--- config.mk ---
export PLATFORM = sky130hd
export DESIGN_NAME = pipe_ctrl
export DESIGN_NICKNAME = d
export VERILOG_FILES = /design/src/rtl/pipe_ctrl.sv
export SDC_FILE = /design/constraint.sdc
export NUM_CORES = 1
export LEC_CHECK = 0
export ABC_AREA = 1
export CAP_MARGIN = 10
export CORE_UTILIZATION = 65
export DETAILED_ROUTE_END_ITERATION = 16
export DONT_BUFFER_PORTS = 1
export PLACE_DENSITY = 0.81
export SLEW_MARGIN = 25
export SYNTH_ARGS = -nofsm -noshare
export SYNTH_HDL_FRONTEND = slang
export SYNTH_SLANG_ARGS = --single-unit
--- constraint.sdc ---
create_clock -name clk -period 5.6 [get_ports clk]
set_input_delay 1.68 -clock clk [delete_from_list [all_inputs] [get_ports clk]]
set_output_delay 1.68 -clock clk [all_outputs]
set_load 0.02 [all_outputs]
--- src/rtl/pipe_ctrl.sv ---
// pipe_ctrl: pipeline control unit for the five-stage core.
//
// Turns per-stage stall requests into a hold vector for the stage registers,
// converts an exception request into a one-cycle flush plus a registered
// redirect PC, runs a stall watchdog and optionally counts stalled cycles.
//
// Optional feature macro: PIPE_CTRL_PERF_EN (enables the stall_cycles counter;
// when undefined, stall_cycles is tied to 0).
//
// Ports:
//   clk, rst              clock, asynchronous active-high reset
//   stallreq_id/ex/mem    per-stage hold requests (mem highest priority)
//   excp_req, excp_pc     exception/redirect request and handler address
//   stall[5:0]            hold vector: pc, if/id, id/ex, ex/mem, mem/wb, reserved
//   flush, new_pc         one-cycle flush and registered redirect address
//   busy                  FSM not in RUN
//   stall_timeout         sticky watchdog flag
//   stall_cycles          stalled-cycle counter (perf build only)
module pipe_ctrl #(
  parameter int unsigned STALL_LIMIT = 255,
  parameter int unsigned CNT_W       = 32
) (
  input  logic             clk,
  input  logic             rst,
  input  logic             stallreq_id,
  input  logic             stallreq_ex,
  input  logic             stallreq_mem,
  input  logic             excp_req,
  input  logic [31:0]      excp_pc,
  output logic [5:0]       stall,
  output logic             flush,
  output logic [31:0]      new_pc,
  output logic             busy,
  output logic             stall_timeout,
  output logic [CNT_W-1:0] stall_cycles
);

  typedef enum logic [1:0] {StRun, StStall, StFlush, StDrain} state_e;

  localparam logic [15:0] Limit = 16'(STALL_LIMIT);

  state_e      state_q, state_d;
  logic [31:0] new_pc_q, new_pc_d;
  logic [15:0] run_cnt_q, run_cnt_d, run_cnt_inc;
  logic        tmo_q, tmo_d;
  logic [5:0]  req_vec;
  logic        any_req;

  assign any_req = stallreq_id | stallreq_ex | stallreq_mem;

  // Highest requesting stage holds itself and everything upstream of it.
  always_comb begin
    req_vec = 6'b000000;
    if (stallreq_mem)     req_vec = 6'b011111;
    else if (stallreq_ex) req_vec = 6'b001111;
    else if (stallreq_id) req_vec = 6'b000111;
  end

  always_comb begin
    state_d  = state_q;
    new_pc_d = new_pc_q;
    stall    = 6'b000000;
    flush    = 1'b0;
    unique case (state_q)
      StRun, StStall: begin
        stall = req_vec;
        if (excp_req) begin
          state_d  = StFlush;
          new_pc_d = excp_pc;
        end else if (any_req) begin
          state_d = StStall;
        end else begin
          state_d = StRun;
        end
      end
      StFlush: begin
        flush   = 1'b1;
        state_d = StDrain;
      end
      StDrain: state_d = StRun;
      default: state_d = StRun;
    endcase
    if (rst) stall = 6'b000000;
  end

  // Watchdog: counts consecutive STALL cycles, saturating at the limit.
  always_comb begin
    run_cnt_inc = (run_cnt_q == Limit) ? run_cnt_q : run_cnt_q + 16'd1;
    run_cnt_d   = run_cnt_q;
    tmo_d       = tmo_q;
    if (state_q == StStall) begin
      run_cnt_d = run_cnt_inc;
      if (run_cnt_inc == Limit) tmo_d = 1'b1;
    end
    if (state_d == StRun || state_d == StFlush) run_cnt_d = 16'd0;
  end

  always_ff @(posedge clk or posedge rst) begin
    if (rst) begin
      state_q   <= StRun;
      new_pc_q  <= 32'd0;
      run_cnt_q <= 16'd0;
      tmo_q     <= 1'b0;
    end else begin
      state_q   <= state_d;
      new_pc_q  <= new_pc_d;
      run_cnt_q <= run_cnt_d;
      tmo_q     <= tmo_d;
    end
  end

  assign new_pc        = new_pc_q;
  assign busy          = (state_q != StRun);
  assign stall_timeout = tmo_q;

`ifdef PIPE_CTRL_PERF_EN
  logic [CNT_W-1:0] cyc_q;

  always_ff @(posedge clk or posedge rst) begin
    if (rst) begin
      cyc_q <= '0;
    end else if (stall != 6'b000000) begin
      cyc_q <= cyc_q + CNT_W'(1);
    end
  end

  assign stall_cycles = cyc_q;
`else
  assign stall_cycles = '0;
`endif

endmodule

==> results by group <==
Run status
  – Status: complete, no violations

Layout
  – Final instance area: 2780 um2
  – Multi-input logic area: approximately 1200 um2
  – Share of cells above drive strength 1: between 10% and 20%
  – P&R area growth vs syn: 1.18%
  – Fillers: 301
  – Most common cell after layout, fill and taps aside: nand2_1
  – Reg area: 1280 um2
  – Nets@finish: 345
  – ANT cells: 0
  – Most frequent cells in the layout: 69 x nand2_1, 51 x dfrtp_1, 33 x conb_1, 32 x mux2_2, 27 x nor2_1
  – Core Util, Final: 69.0%

Synthesis
  – Post-synthesis mux area share: 13.1%
  – Post-synthesis compound-gate area fraction: 4.92%
  – Sequential area share after synthesis: 46.4%
  – Syn Inst Count: roughly 300
  – Post-synthesis share of cell area spent on xor and xnor gates: 0.956%
  – Synth area leaders: dfrtp_1 46%, mux2_2 13%, buf_4 9.6%
  – Cell taking the most area after synthesis: dfrtp_1
  – Post-Syn Area: 2750 um2
  – Area share of fa/ha/maj cells after synthesis: 0.455%
  – Syn avg cell area: 9.01 um2
  – Largest family of logic cells by synthesized area: simple AND/OR/NAND/NOR gates
  – Synth cell types: 24
  – Share of the synthesized area in the top cell type: 46.4%
  – Flops & latches, synth: 51
  – Simple-gate area share of the yosys netlist: 19.1%
  – Ys Warns: 0

Setup path
  – Critical path fanouts, max: 3
  – Worst r2r dst: stall_timeout
  – Setup crit end kind: primary output
  – Worst R2R Setup Slack: 3.70 ns
  – CP top delay family: simple AND/OR/NAND/NOR gates
  – Worst Reg-to-Reg Cells: 9
  – Worst setup SP type: input pin
  – Critical path buffers and inverters: 1
  – Critical path type: in2out
  – Critical-path cell list: nor2_1 > nand2_1 > nand2_1 > nor2_1 > buf_4
  – Critical path's slowest cell: buf_4
  – Reg-to-Reg Start: run_cnt_q[0]
  – Delay of the slowest critical-path stage: around 0.19 ns
  – Worst Path Required: 3.92 ns
  – Critical path arrival: 2.21 ns

Timing
  – Final hold violations: 0
  – FMAX: about 0.26 GHz
  – Clk_skew: 0.00792 ns
  – Endpoints failing setup: 0
  – Period utilization: 69.4%
  – Setup TNS: 0 ns
  – Slew HR: between 40 and 50%
  – Final slew viol count: 0
  – RSZ-0062 raised after global routing: no
  – Measured slew at the worst slew-check pin: 0.843 ns
  – Tmin final: 3.89 ns

Pwr
  – Internal power of the cells: 0.779 mW
  – Maximum VDD drop: approximately 0.00036 V
  – Sequential share of power: 56.3%
  – Sw frac: between 40% and 50%
  – Net switching power: 0.544 mW
  – Pleak: around 1.3 nW
  – Clock power share: 20.3%
  – Logic pwr share: 23.3%
  – PwrDens: ~480 nW/um2

Clocking
  – CTS root buf: clkbuf_8
  – CTS tree: yes
  – Clk_lat worst skew: ~0.3 ns
  – Setup Fix Bufs, Post-CTS: 0
  – CTS sink count: just over 50
  – CTS max path bufs: 2
  – PostCTS Resize Cnt: 0
  – Hold-fix buffers, CTS: 0
  – Inserted Clock Buffers: 5
  – H-tree levels: 2
  – Clock-pin transition on the worst setup and hold timing paths: 0.09 ns

Placed design
  – Post-detail-place hpwl: 3760 um
  – Gpl congestion: 0.902
  – Post-Place Cell Area: 2650 um2
  – Port Buf Inserts: 0

Job
  – Max Cap Viol: 0

Hold path
  – Hold Path Origin: state_q[0]
  – Hold endpoint: state_q[0]
  – Hold Crit Class: reg2reg
  – WHS Path Cells: 1

Die
  – Die Ht: 67.0 um
  – I/O pins: between 100 and 150
  – Starting Density: about two thirds
  – Die area: roughly 4500 um2
  – Num rows: 23
  – Die W: approximately 67 um
  – Core Region: 4030 um2

Global routing
  – Pin count of the biggest net entering global routing: 52
  – Total GRT Usage: 24.3%
  – GR Overflow Total: 0
  – Initial antenna violation count: 0
  – Global-route wire length before repair: 8060 um
  – Number of global-route vias before repair: ~1.8k

Route
  – Vias per cell: ~5.4
  – Drc violations: 0
  – Wire per inst: 14.3 um
  – DRT Pass-1 Iters: 4
  – Vias: 1928
  – Post-DRT Antenna Nets: 0
  – DRT iter0 DRCs: 126
  – Final WL: around 5100 um
[metal layers]
metal / GRT usage (%) / part of all wire (%) / vias to the layer above
li1: - / - / 911
met1: 31.1 / 38 / 916
met2: 39.0 / 52 / 92
met3: 7.19 / 8.6 / 9
met4: 8.24 / 1.4 / 0
met5: 0 / 0 / -
[stage by stage]
| stage | hold slack, ns | total power, mW | setup WS (ns) | std cells |
|---|---|---|---|---|
| after floorplan | 0.469 | 1.00 | 1.54 | 337 |
| after global placement | 0.495 | 1.04 | 1.72 | 349 |
| after detailed placement | 0.506 | 1.06 | 1.70 | 349 |
| after CTS | 0.539 | 1.33 | 1.70 | 357 |
| after global routing | 0.561 | 1.39 | 1.66 | 357 |
| final | 0.544 | 1.32 | 1.71 | 357 |
[power by group through the flow]
stage                     logic [mW]  clock network, mW  registers, mW
after floorplan                0.285                  0          0.719
after detailed placement       0.307                  0          0.751
after CTS                      0.309              0.273          0.745
final                          0.309              0.269          0.745
after global routing           0.338              0.285          0.762
after global placement         0.290                  0          0.745
[cell families (layout without fill, tap and decap cells)]
| group | Yosys count | count (layout) |
|---|---|---|
| compound gates | 24 | 24 |
| simple gates | 123 | 123 |
| other cells | 1 | 33 |
| flops | 51 | 51 |
| mux | 32 | 32 |
| fa+ha+maj | 1 | 1 |
| buf+inv | 70 | 40 |
| xor+xnor | 3 | 3 |
[worst max path at each step]
| stage | from | end | slack, ns | depth (start not counted) |
|---|---|---|---|---|
| floorplan | stallreq_mem | stall[1] | 1.54 | 5 |
| global placement | stallreq_mem | stall[3] | 1.72 | 2 |
| detailed placement | stallreq_mem | stall[1] | 1.70 | 5 |
| CTS | stallreq_mem | stall[1] | 1.70 | 5 |
| global route | stallreq_mem | stall[1] | 1.66 | 5 |
| finish | stallreq_mem | stall[1] | 1.71 | 5 |
[sequential cells by signal, indices dropped and copies added, names as in the netlist]
signal and cells:
stall_timeout 1, state_q 2, run_cnt_q 16, new_pc 32
[synth_stat cells]
master	count
nand2_1	69
dfrtp_1	51
buf_4	35
mux2_2	32
inv_1	27
nor2_1	27
nand3_1	14
o21ai_0	9
o21ai_1	7
nand4_1	6
o22ai_1	6
buf_2	5
xor2_1	3
inv_2	2
nor3_1	2
o21ai_2	2
buf_6	1
conb_1	1
ha_1	1
nand2_2	1
nand3_4	1
nor2_2	1
nor2_4	1
or2_1	1
[cell type report]
cell class	count	area share [%]
tap	50	2.25
sequential	51	45.9
timing repair buffer	3	0.810
clock inverter	2	1.40
inverter	29	3.96
multi-input combinational	216	42.7
clock buffer	6	2.97
Power figures use the tool's default switching activity.
